### src/rtl/apb4_to_reg_pipe.sv
// Registered APB4-to-register-interface bridge with byte strobes, privilege filtering
// and a request timeout. Both the request and the response paths are fully registered.
module apb4_to_reg_pipe #(
   parameter int unsigned AddrWidth     = 32,
   parameter int unsigned DataWidth     = 32,
   parameter int unsigned StrbWidth     = DataWidth / 8,
   parameter int unsigned TimeoutCycles = 0,
   parameter bit          PrivOnly      = 1'b0
) (
   input  logic                 clk_i,
   input  logic                 rst_ni,
   input  logic                 psel_i,
   input  logic                 penable_i,
   input  logic                 pwrite_i,
   input  logic [AddrWidth-1:0] paddr_i,
   input  logic [2:0]           pprot_i,
   input  logic [DataWidth-1:0] pwdata_i,
   input  logic [StrbWidth-1:0] pstrb_i,
   output logic [DataWidth-1:0] prdata_o,
   output logic                 pready_o,
   output logic                 pslverr_o,
   output logic [AddrWidth-1:0] reg_addr_o,
   output logic                 reg_write_o,
   output logic [DataWidth-1:0] reg_wdata_o,
   output logic [StrbWidth-1:0] reg_wstrb_o,
   output logic                 reg_valid_o,
   input  logic [DataWidth-1:0] reg_rdata_i,
   input  logic                 reg_error_i,
   input  logic                 reg_ready_i,
   output logic                 timeout_o
);

   localparam bit          TimeoutEn = (TimeoutCycles != 0);
   localparam int unsigned CntWidth  = TimeoutEn ? (($clog2(TimeoutCycles + 1) > 0) ?
                                                    $clog2(TimeoutCycles + 1) : 1) : 1;
   localparam logic [CntWidth-1:0] CntLast = CntWidth'(TimeoutCycles - 1);
   localparam logic [CntWidth-1:0] CntMax  = {CntWidth{1'b1}};

   typedef enum logic [1:0] {
      IDLE = 2'd0,
      REQ  = 2'd1,
      RESP = 2'd2
   } state_e;

   state_e                state_q, state_d;
   logic [CntWidth-1:0]   cnt_q, cnt_d;
   logic [AddrWidth-1:0]  addr_q;
   logic                  write_q;
   logic [DataWidth-1:0]  wdata_q;
   logic [StrbWidth-1:0]  wstrb_q;
   logic [DataWidth-1:0]  rdata_q, rdata_d;
   logic                  err_q, err_d;
   logic                  timeout_q, timeout_d;
   logic                  latch_req;
   logic                  load_resp;
   logic                  unused_prot;

   // Only the privileged bit of pprot is meaningful here.
   assign unused_prot = ^pprot_i[2:1];

   always_ff @(posedge clk_i or negedge rst_ni) begin
      if (!rst_ni) begin
         state_q <= IDLE;
      end else begin
         state_q <= state_d;
      end
   end

   always_comb begin
      state_d   = state_q;
      cnt_d     = cnt_q;
      latch_req = 1'b0;
      load_resp = 1'b0;
      rdata_d   = '0;
      err_d     = 1'b0;
      timeout_d = 1'b0;
      unique case (state_q)
         IDLE: begin
            cnt_d = '0;
            if (psel_i && !penable_i) begin
               latch_req = 1'b1;
               if (PrivOnly && !pprot_i[0]) begin
                  // Unprivileged access: answer with an error without touching the endpoint.
                  load_resp = 1'b1;
                  err_d     = 1'b1;
                  state_d   = RESP;
               end else begin
                  state_d = REQ;
               end
            end
         end
         REQ: begin
            if (reg_ready_i) begin
               load_resp = 1'b1;
               rdata_d   = write_q ? '0 : reg_rdata_i;
               err_d     = reg_error_i;
               state_d   = RESP;
            end else begin
               if (cnt_q != CntMax) begin
                  cnt_d = cnt_q + CntWidth'(1);
               end
               if (TimeoutEn && (cnt_q == CntLast)) begin
                  load_resp = 1'b1;
                  err_d     = 1'b1;
                  timeout_d = 1'b1;
                  state_d   = RESP;
               end
            end
         end
         RESP: begin
            state_d = IDLE;
         end
         default: begin
            state_d = IDLE;
         end
      endcase
   end

   // Request latches, response latches, timeout counter and timeout pulse.
   always_ff @(posedge clk_i or negedge rst_ni) begin
      if (!rst_ni) begin
         cnt_q     <= '0;
         addr_q    <= '0;
         write_q   <= 1'b0;
         wdata_q   <= '0;
         wstrb_q   <= '0;
         rdata_q   <= '0;
         err_q     <= 1'b0;
         timeout_q <= 1'b0;
      end else begin
         cnt_q     <= cnt_d;
         timeout_q <= timeout_d;
         if (latch_req) begin
            addr_q  <= paddr_i;
            write_q <= pwrite_i;
            wdata_q <= pwdata_i;
            wstrb_q <= pwrite_i ? pstrb_i : '0;
         end
         if (load_resp) begin
            rdata_q <= rdata_d;
            err_q   <= err_d;
         end
      end
   end

   assign reg_valid_o = (state_q == REQ);
   assign reg_addr_o  = addr_q;
   assign reg_write_o = write_q;
   assign reg_wdata_o = wdata_q;
   assign reg_wstrb_o = wstrb_q;
   assign pready_o    = (state_q == RESP);
   assign pslverr_o   = pready_o & err_q;
   assign prdata_o    = pready_o ? rdata_q : '0;
   assign timeout_o   = timeout_q;

endmodule

### config.mk
export PLATFORM = sky130hd
export DESIGN_NAME = apb4_to_reg_pipe
export DESIGN_NICKNAME = d
export VERILOG_FILES = /design/src/rtl/apb4_to_reg_pipe.sv
export SDC_FILE = /design/constraint.sdc
export NUM_CORES = 1
export LEC_CHECK = 0
export CAP_MARGIN = 20
export CORE_MARGIN = 2
export CORE_UTILIZATION = 35
export CTS_BUF_LIST = sky130_fd_sc_hd__clkbuf_4 sky130_fd_sc_hd__clkbuf_8
export DETAILED_ROUTE_END_ITERATION = 16
export GPL_ROUTABILITY_DRIVEN = 0
export PLACE_DENSITY = 0.77
export SYNTH_ARGS = -nofsm -noshare
export SYNTH_HDL_FRONTEND = slang
export SYNTH_SLANG_ARGS = --single-unit
### constraint.sdc
create_clock -name clk_i -period 1.6 [get_ports clk_i]
set_input_delay 0.4 -clock clk_i [delete_from_list [all_inputs] [get_ports clk_i]]
set_output_delay 0.4 -clock clk_i [all_outputs]
set_load 0.02 [all_outputs]
==> impl_metrics.csv <==
group,metric,value,unit
global_routing,grt_pass1_vias,3260,
setup_path,crit_type,"reg -> out",
die,dieWidth,117,um
die,coreArea,12500,sq um
synthesis,synthTopCellsByArea,"dfrtp_1, mux2_2, mux2_4, and2_1, nor2b_1",
timing,post-route-period-util,115,%
synthesis,yosys.area_share.simple,10.5,%
cells_and_area,synthToLayoutAreaGrowth,68.3,%
die,rows,41,
synthesis,syn-instance-count,304,
placement,hpwl,8000,um
timing,maxSlewHeadroom,59.2,%
setup_path,critical_path.top_delay_family,"flip-flops",
hold_path,worstHoldPathType,"in -> async",
synthesis,synth_xor_area_share,0,%
clock_tree,cts_sinks,104,
timing,tns,-18.52,ns
clock_tree,cts-root-buf,"clkbuf_8",
placement,numPlacedInstances,688,
clock_tree,worstSkewPairLatency,0.37,ns
pwr,finalPower,8.95,mW
synthesis,yosys_warnings,0,
placement,place_area,6870,sq um
global_routing,grt_pass1_wl,16700,um
die,io_pins,215,
timing,setup_ws,-0.242,ns
route,wl,11700,um
run,maxCapViolations,0,
setup_path,path_buf_inv,3,
clock_tree,htreeDepth,3,
global_routing,grt_overflow_total,0,
synthesis,syn_area_per_cell,14.7,sq um
setup_path,slowest_delay,0.41,ns
setup_path,cp.arrival,1.44,ns
timing,rsz0062_at_grt,"true",
synthesis,synth_top_area_share,58.2,%
outcome,violations,"negative setup slack",
timing,setup_viol,104,
setup_path,cp_common_cell,"buf_6",
setup_path,worstPathCellList,"nor2b_4 > buf_6 > buf_16 > and2_4 > buf_6",
cells_and_area,final_nets,652,
global_routing,grt_max_degree,105,
global_routing,antenna_found_initial,0,
die,dieArea,13700,sq um
clock_tree,clockBufferDepth,2,
cells_and_area,fin_util,60.1,%
synthesis,synth_compound_area_share,0.168,%
outcome,outcome,"finished with violations",
timing,hold_viol,0,
clock_tree,cts-buffers-inserted,9,
die,die_y,117,um
timing,hold-worst-slack,0.0238,ns
placement,port_buffers,210,
synthesis,yosysUniqueCellTypes,17,
synthesis,syn_area,4470,sq um
cells_and_area,final_cell_count_no_fill,719,
setup_path,start_kind,"register",
pwr,power.density,1190,nW/um^2
synthesis,ys_seq_area_share,58.2,%
synthesis,synth-adder-area-share,0,%
setup_path,cp_max_fo,9,
clock_tree,clkTransAtPathRegs,0.10,ns
route,wire_per_inst,16.3,um
die,start_util,35.7,%
route,drtIter0Drc,114,
cells_and_area,fillers,1054,
setup_path,end_kind,"output pin",
synthesis,yosys.area.top_type,"dfrtp_1",
setup_path,cp_slowest_cell,"dfrtp_1",
clock_tree,holdBufCountCts,0,
clock_tree,cts_tree,"yes",
timing,worstMarginPinSlew,0.612,ns
route,firstDrtPassIters,4,
route,viasPerCell,4.41,
synthesis,synth_top_family_by_area,"multiplexers",
placement,place_ws,-0.395,ns
synthesis,synthMuxAreaShare,27.7,%
route,ant_nets,0,
setup_path,cp_data_required_time,1.20,ns
timing,drv_slew,0,
cells_and_area,postLayoutCellArea,7520,sq um
route,route.detailed.drc,0,
timing,clock_skew,0.0115,ns
route,vias,3173,
timing,clock.fmax,0.543,GHz
synthesis,synth_nets,414,
pwr,p_leak,3.50,nW
timing,period_needed,1.84,ns
cells_and_area,diodes,0,
global_routing,grt_use_total,16.2,%
cells_and_area,final_layout_size_suffix_gt1_share,40.4,%
pwr,irDropWorstVdd,0.000942,V
synthesis,yosys_register_bits,104,
==> timing repair <==
action                                  CTS  global route
endpoints found under the setup margin  169           104
buffers inserted                          7             2
gates resized for setup                 341            26
pin swaps                                 9             9
cloned                                    3             3
==> final timing paths <==
path / start / end / slack [ns] / cells past startpoint
max: state_q[0] / prdata_o[29] / -0.24 / 5
min: rst_ni / reg_addr_o[26] / 0.02 / 2
max reg2reg: state_q[0] / reg_wdata_o[2] / -0.22 / 6
min reg2reg: reg_wdata_o[26] / reg_wdata_o[26] / 0.51 / 1
max in group asynchronous: rst_ni / reg_wdata_o[31] / 1.05 / 2
min in group clk_i: reg_wdata_o[26] / reg_wdata_o[26] / 0.51 / 1
==> Yosys cell counts <==
master / count
mux2_4: 25
and3b_2: 1
buf_2: 4
a21o_1: 1
mux2_2: 73
nor2b_1: 33
nor4b_4: 1
and2b_1: 1
clkbuf_1: 6
mux2i_1: 4
inv_1: 5
buf_6: 7
buf_4: 1
and2_1: 33
dfrtp_1: 104
conb_1: 1
nand2_1: 4
==> state kept, by name (all words and copies together), names as in the netlist <==
signal and flops:
rdata_q 32, reg_addr_o 32, reg_wdata_o 32, reg_wstrb_o 4
state_q 2, err_q 1, reg_write_o 1
==> cell families (layout without fill, tap and decap cells) <==
family | Yosys count | in the layout
flip-flops | 104 | 104
AND/OR/NAND/NOR | 73 | 73
buffers and inverters | 23 | 266
other | 1 | 1
multiplexers | 102 | 102
AO/OA/AOI/OAI | 1 | 1
==> per-layer routing <==
metal	routed length (um)	GRT usage, %
met5	0	0
met4	137	3.92
met3	906	7.26
met2	6130	28.6
met1	4550	18.0
==> power by group <==
part / internal [mW] / switching, mW
Combinational: 1.95 / 1.55
Clock: 0.691 / 0.885
Sequential: 3.45 / 0.435
Total: 6.09 / 2.87
==> final cells by class <==
type	count	area, sq um	area share (%)
Inverter	5	18.8	0.250
Multi-Input combinational cell	177	1940	25.8
Clock buffer	12	165	2.20
Sequential cell	104	2600	34.6
Clock inverter	4	27.5	0.366
Tap cell	172	215	2.86
Timing Repair Buffer	245	2550	33.9
==> layout by cell type (no fill, tap or decap) <==
cell / count
nor2b_1: 32
nand2_1: 4
clkinvlp_4: 3
dfrtp_1: 104
a21o_1: 1
buf_16: 3
inv_1: 5
and2b_1: 1
and3b_2: 1
buf_8: 3
buf_6: 44
clkbuf_16: 3
mux2_2: 38
buf_12: 5
clkbuf_8: 12
clkdlybuf4s50_1: 105
buf_4: 13
conb_1: 1
clkinv_2: 1
dlygate4sd2_1: 69
nor4b_4: 1
mux2_4: 60
mux2i_1: 4
nor2b_4: 1
and2_4: 33
(Power assumes the default switching activity.)
